**src/rtl/ex_muldiv_ctrl.sv**
```systemverilog
// ex_muldiv_ctrl: EX-stage controller and iterative engine for MUL, MULHU,
// DIVU and REMU. One M-op is accepted from IDLE, computed one bit per cycle
// in BUSY, and its result is presented for a single cycle in DONE while the
// front of the pipeline is held and EX/MEM is bubbled.
module ex_muldiv_ctrl #(
    parameter int XLEN = 32
) (
    input  logic            clk,
    input  logic            reset,
    input  logic            MulDivE,
    input  logic [1:0]      MulDivOpE,
    input  logic [XLEN-1:0] SrcAE,
    input  logic [XLEN-1:0] SrcBE,
    input  logic            FlushE,
    output logic            StallMD,
    output logic            BubbleM,
    output logic            MDValidE,
    output logic [XLEN-1:0] MDResultE
);

    localparam int CW = $clog2(XLEN);
    localparam logic [CW-1:0] LAST_COUNT = CW'(XLEN - 1);

    typedef enum logic [1:0] {
        S_IDLE,
        S_BUSY,
        S_DONE
    } state_t;

    // Op encoding: bit 1 selects divide, bit 0 selects the upper half of the
    // accumulator (MULHU high word, REMU remainder).
    state_t              state_q, state_d;
    logic [CW-1:0]       count_q, count_d;
    logic [1:0]          op_q, op_d;
    logic [XLEN-1:0]     a_q, a_d;       // multiplicand
    logic [XLEN-1:0]     b_q, b_d;       // multiplier (shifts right) or divisor
    logic [2*XLEN-1:0]   acc_q, acc_d;   // mul: {hi, lo} product; div: {rem, quo}
    logic [XLEN-1:0]     res_q, res_d;

    logic [XLEN:0]       mul_sum;
    logic [2*XLEN-1:0]   mul_next;
    logic [XLEN:0]       div_rem_sh;
    logic [XLEN:0]       div_diff;
    logic                div_ge;
    logic [2*XLEN-1:0]   div_next;
    logic [2*XLEN-1:0]   iter_next;

    // Datapath for one iteration of either engine.
    always_comb begin
        // Shift-add: add the multiplicand into the high half when the current
        // multiplier bit is set, then shift the whole accumulator right.
        mul_sum  = {1'b0, acc_q[2*XLEN-1:XLEN]} + (b_q[0] ? {1'b0, a_q} : '0);
        mul_next = {mul_sum, acc_q[XLEN-1:1]};

        // Restoring divide: shift the next dividend bit into the remainder,
        // subtract the divisor and keep the difference when it does not borrow.
        div_rem_sh = {acc_q[2*XLEN-1:XLEN], acc_q[XLEN-1]};
        div_diff   = div_rem_sh - {1'b0, b_q};
        div_ge     = ~div_diff[XLEN];
        div_next   = div_ge ? {div_diff[XLEN-1:0],   acc_q[XLEN-2:0], 1'b1}
                            : {div_rem_sh[XLEN-1:0], acc_q[XLEN-2:0], 1'b0};

        iter_next = op_q[1] ? div_next : mul_next;
    end

    // Next-state, register updates and pipeline control outputs.
    always_comb begin
        // NOTE: every signal driven here gets a default first so no path leaves it unassigned (no latch).
        state_d  = state_q;
        count_d  = count_q;
        op_d     = op_q;
        a_d      = a_q;
        b_d      = b_q;
        acc_d    = acc_q;
        res_d    = res_q;
        StallMD  = 1'b0;
        MDValidE = 1'b0;

        case (state_q)
            S_IDLE: begin
                StallMD = MulDivE & ~FlushE;
                if (MulDivE && !FlushE) begin
                    op_d    = MulDivOpE;
                    a_d     = SrcAE;
                    b_d     = SrcBE;
                    count_d = '0;
                    acc_d   = MulDivOpE[1] ? {{XLEN{1'b0}}, SrcAE} : '0;
                    if (MulDivOpE[1] && (SrcBE == '0)) begin
                        // Divide by zero finishes immediately with the
                        // architecturally defined quotient/remainder.
                        state_d = S_DONE;
                        res_d   = MulDivOpE[0] ? SrcAE : '1;
                    end else begin
                        state_d = S_BUSY;
                    end
                end
            end

            S_BUSY: begin
                StallMD = ~FlushE;
                acc_d   = iter_next;
                if (!op_q[1]) begin
                    b_d = b_q >> 1;
                end
                count_d = count_q + 1'b1;
                if (count_q == LAST_COUNT) begin
                    state_d = S_DONE;
                    if (!FlushE) begin
                        res_d = op_q[0] ? iter_next[2*XLEN-1:XLEN] : iter_next[XLEN-1:0];
                    end
                end
            end

            S_DONE: begin
                // MulDivE seen here belongs to the finishing instruction.
                MDValidE = ~FlushE;
                state_d  = S_IDLE;
            end

            default: state_d = S_IDLE;
        endcase

        if (FlushE) begin
            state_d = S_IDLE;
        end
    end

    assign BubbleM   = StallMD & ~FlushE;
    assign MDResultE = res_q;

    // State and datapath registers with synchronous reset.
    always_ff @(posedge clk) begin
        // NOTE: sequential state uses non-blocking assignments so every flop samples pre-edge values.
        if (reset) begin
            state_q <= S_IDLE;
            count_q <= '0;
            op_q    <= '0;
            a_q     <= '0;
            b_q     <= '0;
            acc_q   <= '0;
            res_q   <= '0;
        end else begin
            state_q <= state_d;
            count_q <= count_d;
            op_q    <= op_d;
            a_q     <= a_d;
            b_q     <= b_d;
            acc_q   <= acc_d;
            res_q   <= res_d;
        end
    end

endmodule

```
**config.mk**
```make
export PLATFORM = sky130hd
export DESIGN_NAME = ex_muldiv_ctrl
export DESIGN_NICKNAME = d
export VERILOG_FILES = /design/src/rtl/ex_muldiv_ctrl.sv
export SDC_FILE = /design/constraint.sdc
export NUM_CORES = 1
export LEC_CHECK = 0
export BUFFER_PORTS_ARGS = -buffer_cell sky130_fd_sc_hd__clkbuf_2
export CAP_MARGIN = 10
export CORE_MARGIN = 4
export CORE_UTILIZATION = 45
export DETAILED_ROUTE_END_ITERATION = 6
export PLACE_DENSITY_LB_ADDON = 0.2
export SYNTH_ARGS = -nofsm -noshare
export SYNTH_HDL_FRONTEND = slang
export SYNTH_SLANG_ARGS = --single-unit
```
**constraint.sdc**
```tcl
create_clock -name clk -period 3.37 [get_ports clk]
set_clock_uncertainty 0.1 [all_clocks]
set_input_delay 0.337 -clock clk [delete_from_list [all_inputs] [get_ports clk]]
set_output_delay 0.337 -clock clk [all_outputs]
set_load 0.005 [all_outputs]
```
==> results.tsv <==
stage	metric	value	unit
status	status	finished with violations	
status	failing checks	setup timing	
placement	hpwl dp	33700	µm
synthesis	sequential fraction of the synthesis area	27.92	%
sta	Final Max Slew Viols	0	
routing	Routed Antenna Nets	0	
synthesis	Netlist Area Pre-Place	12120	µm²
routing	Avg WL per Cell	20.55	µm
synthesis	FF+latch count, synth	169	
worst_setup_path	RR Startpoint	b_q[0]	
worst_setup_path	Startpoint Class	flop	
worst_setup_path	CP Buf/Inv Count	3	
final_layout	most common cell after layout, fill and taps aside	nand2_1	
clock_network	Root Driver	clkbuf_16	
final_layout	fraction of layout cells with a size suffix above 1	26.77	%
floorplanning	Die X	172.1	µm
worst_setup_path	r2r endpoint	MDResultE[27]	
placement	Placer Congestion	0.9522	
global_routing	largest net degree at the start of global routing	64	
global_routing	initial antenna violation count	1	
routing	total routed wirelength	45490	µm
placement	PortBufs	104	
clock_network	CTS tree	done	
synthesis	EDFF count, synth	0	
clock_network	CTS buffer count	17	
sta	Final Hold Fails	0	
worst_setup_path	endpoint type of the worst setup path	flop	
routing	post-DR vias/cell	6.063	
synthesis	Synth Flop Type	dfxtp_1	
worst_setup_path	Max stage delay on crit path	0.43	ns
placement	pre-CTS setup slack	-0.3750	ns
synthesis	Yosys warning count	0	
synthesis	number of distinct library cells after synthesis	76	
min_path	min-delay src	SrcAE[30]	
worst_setup_path	Slowest-stage cell, CP	a311o_1	
floorplanning	row count	59	
min_path	Hold Path Class	input port to flop	
placement	total placed cells including tap cells	2156	
sta	final period utilization	101.7	%
worst_setup_path	critical path peak fanout	7	
global_routing	vias in the first global route	12350	
synthesis	Post-Syn Nets	1777	
sta	Final setup viols	5	
synthesis	Post-Syn Area per Cell	7.393	µm²
final_layout	Area Growth Syn to Fin	29.91	%
synthesis	Async SR Flop Fraction	0	%
floorplanning	Core Region	26280	µm²
sta	Rel. slew slack	28.94	%
floorplanning	Die Y	172.1	µm
floorplanning	Starting Density	46.11	%
synthesis	Synth Instances	1639	
worst_setup_path	Critical Path RT	3.66	ns
sta	worst slew pin tran	1.062	ns
clock_network	clk_lat worst skew	0.44	ns
floorplanning	Top-Level Pins	105	
floorplanning	die area	29620	µm²
routing	DR pass1 iterations	5	
final_layout	non-filler cells, final	2214	
routing	1st-iter DRT viols	1580	
global_routing	first-pass GRT wire length	68490	µm
sta	f_max	291.9	MHz
final_layout	nets	2005	
min_path	worst hold path depth	3	
clock_network	CTS clk-pin slew, worst paths	0.07	ns
sta	Sum Neg Setup Slack	-0.1535	ns
run	max cap viols	0	
routing	DR DRC count	0	
final_layout	# fillers	2436	
global_routing	GRT Total Usage	29.52	%
routing	via count	13420	
sta	RSZ-0062 raised after global routing	true	
worst_setup_path	Crit Path Class	flop to flop	
power	Peak VDD IR	0.3397	mV
worst_setup_path	crit-path cells	buf_12 -> and2_4 -> ha_4 -> fa_2 -> a21oi_4 -> o221ai_2 -> o211ai_1 -> buf_4 -> buf_6 -> a31oi_4 -> a311o_1 -> a21oi_2 -> a41oi_2 -> a2111oi_2 -> o31a_1	
power	Pwr per Cell Area	351.9	nW/µm²
sta	final critical-path setup slack	-0.05590	ns
final_layout	Finished Cell Area	15740	µm²
final_layout	ant diodes	0	
placement	Placement Cell Area	14200	µm²
clock_network	H-tree depth	4	
min_path	hold path endpoint	a_q[30]	
final_layout	commonest cells after routing, fill and taps aside	nand2_1 (247), buf_4 (195), a21oi_1 (178)	
clock_network	clk sinks	169	
worst_setup_path	Worst Path Arrival	3.72	ns
power	Leak	0.006602	µW
worst_setup_path	Worst R2R Setup Slack	-0.06	ns
worst_setup_path	cells on worst reg2reg path	15	
sta	Final min period	3.426	ns
global_routing	grt total ovfl	0	
worst_setup_path	CP delay by family, top	compound AO/OA/AOI/OAI gates	
clock_network	largest buffer count on any clock path	2	
## synth_stat cells, types with 5 or more instances
master / instances / area (µm²)
nand2_1: 250 / 938.4
nand3_1: 34 / 170.2
buf_1: 11 / 41.29
ha_1: 66 / 825.8
a21oi_1: 194 / 970.9
a221oi_1: 9 / 78.83
inv_1: 53 / 198.9
xnor2_1: 31 / 271.5
clkbuf_1: 98 / 367.9
a2111oi_0: 6 / 52.55
o21bai_1: 7 / 52.55
a211o_1: 5 / 43.79
dfxtp_1: 169 / 3383
mux2i_1: 32 / 320.3
o21ai_0: 117 / 585.6
a311oi_1: 36 / 315.3
and2_1: 36 / 225.2
a31oi_1: 20 / 125.1
a22o_1: 8 / 70.07
nor3_1: 25 / 125.1
nor4_1: 10 / 62.56
o21a_1: 6 / 45.04
o221ai_1: 10 / 87.58
nand2b_1: 12 / 75.07
nand4_1: 10 / 62.56
a211oi_1: 17 / 127.6
o32ai_1: 7 / 61.31
nor2b_1: 8 / 50.05
o211ai_1: 18 / 135.1
and3_1: 11 / 68.82
a22oi_1: 15 / 112.6
mux2_2: 24 / 270.3
nor2_1: 137 / 514.2
a21o_1: 41 / 307.8
xor2_1: 25 / 219.0
## layer usage
layer	GRT usage (%)	up-vias	share of wire, %
met2	45.45	578	44
met1	44.11	6385	46
li1	-	6410	-
met3	4.001	51	8.4
met5	0	-	0
met4	6.288	0	1.5
## worst max-delay path by stage
stage | from | slack, ns | end | depth (start not counted)
6_report | b_q[0] | -0.06 | MDResultE[27] | 15
5_1_grt | b_q[0] | -0.21 | MDResultE[27] | 15
4_1_cts | acc_q[31] | -0.03 | MDResultE[11] | 15
3_5_place_dp | b_q[0] | -0.38 | MDResultE[23] | 15
3_3_place_gp | b_q[0] | -0.25 | MDResultE[23] | 15
2_1_floorplan | b_q[0] | 0.003 | MDResultE[27] | 13
## logic make-up (layout without fill, tap and decap cells)
kind of cell	count (synthesis)	count (layout)	synth area share [%]
flip-flops	169	169	27.92
XOR/XNOR	56	56	4.047
AND/OR/NAND/NOR	556	556	20.41
multiplexers	59	59	5.307
AO/OA/AOI/OAI	562	562	29.78
adder cells (fa/ha/maj)	68	68	7.145
buffers and inverters	169	409	5.390
## power by group
group / internal (µW) / switching, µW / total, µW
registers: 2080 / 79.1 / 2160
clock network: 1100 / 928 / 2030
logic: 575 / 778 / 1350
total: 3760 / 1780 / 5540
## sequential cells by signal, summed over array words and instances (netlist names)
signal	flops
state_q	2
count_q	5
b_q	32
a_q	32
MDResultE	32
acc_q	64
op_q	2
## metrics by stage
step                      power [µW]  hold slack (ns)  util (%)
after detailed placement        3412           0.3452     54.04
final                           5540          0.03720     59.90
after global routing            5751          0.03853     59.90
after floorplan                 2904           0.3210         -
after global placement          3400           0.3386     54.04
after CTS                       5457          0.02713     57.16
## tightest hold or removal path, cell delays in order
cell      delay, ns
clkbuf_2       0.10
nand2_1        0.05
a21oi_1        0.05
## final cells by class
cell class              count  area (µm²)  share of cell area, %
flip-flops and latches    169        3396                  21.57
inverters                  55       206.4                  1.311
clock inverters            12       127.6                 0.8107
repair buffers            323        2366                  15.03
well taps                 335       419.2                  2.663
clock buffers              19       464.2                  2.949
multi-input cells        1301        8763                  55.67
## timing repair
action,in CTS,in global routing
gates cloned,0,1
hold endpoints to repair,0,0
hold buffers,0,0
buffers inserted,9,18
pin swaps,19,58
gates resized for setup,30,119
setup endpoints to repair,45,49
Power figures use the tool's default switching activity.
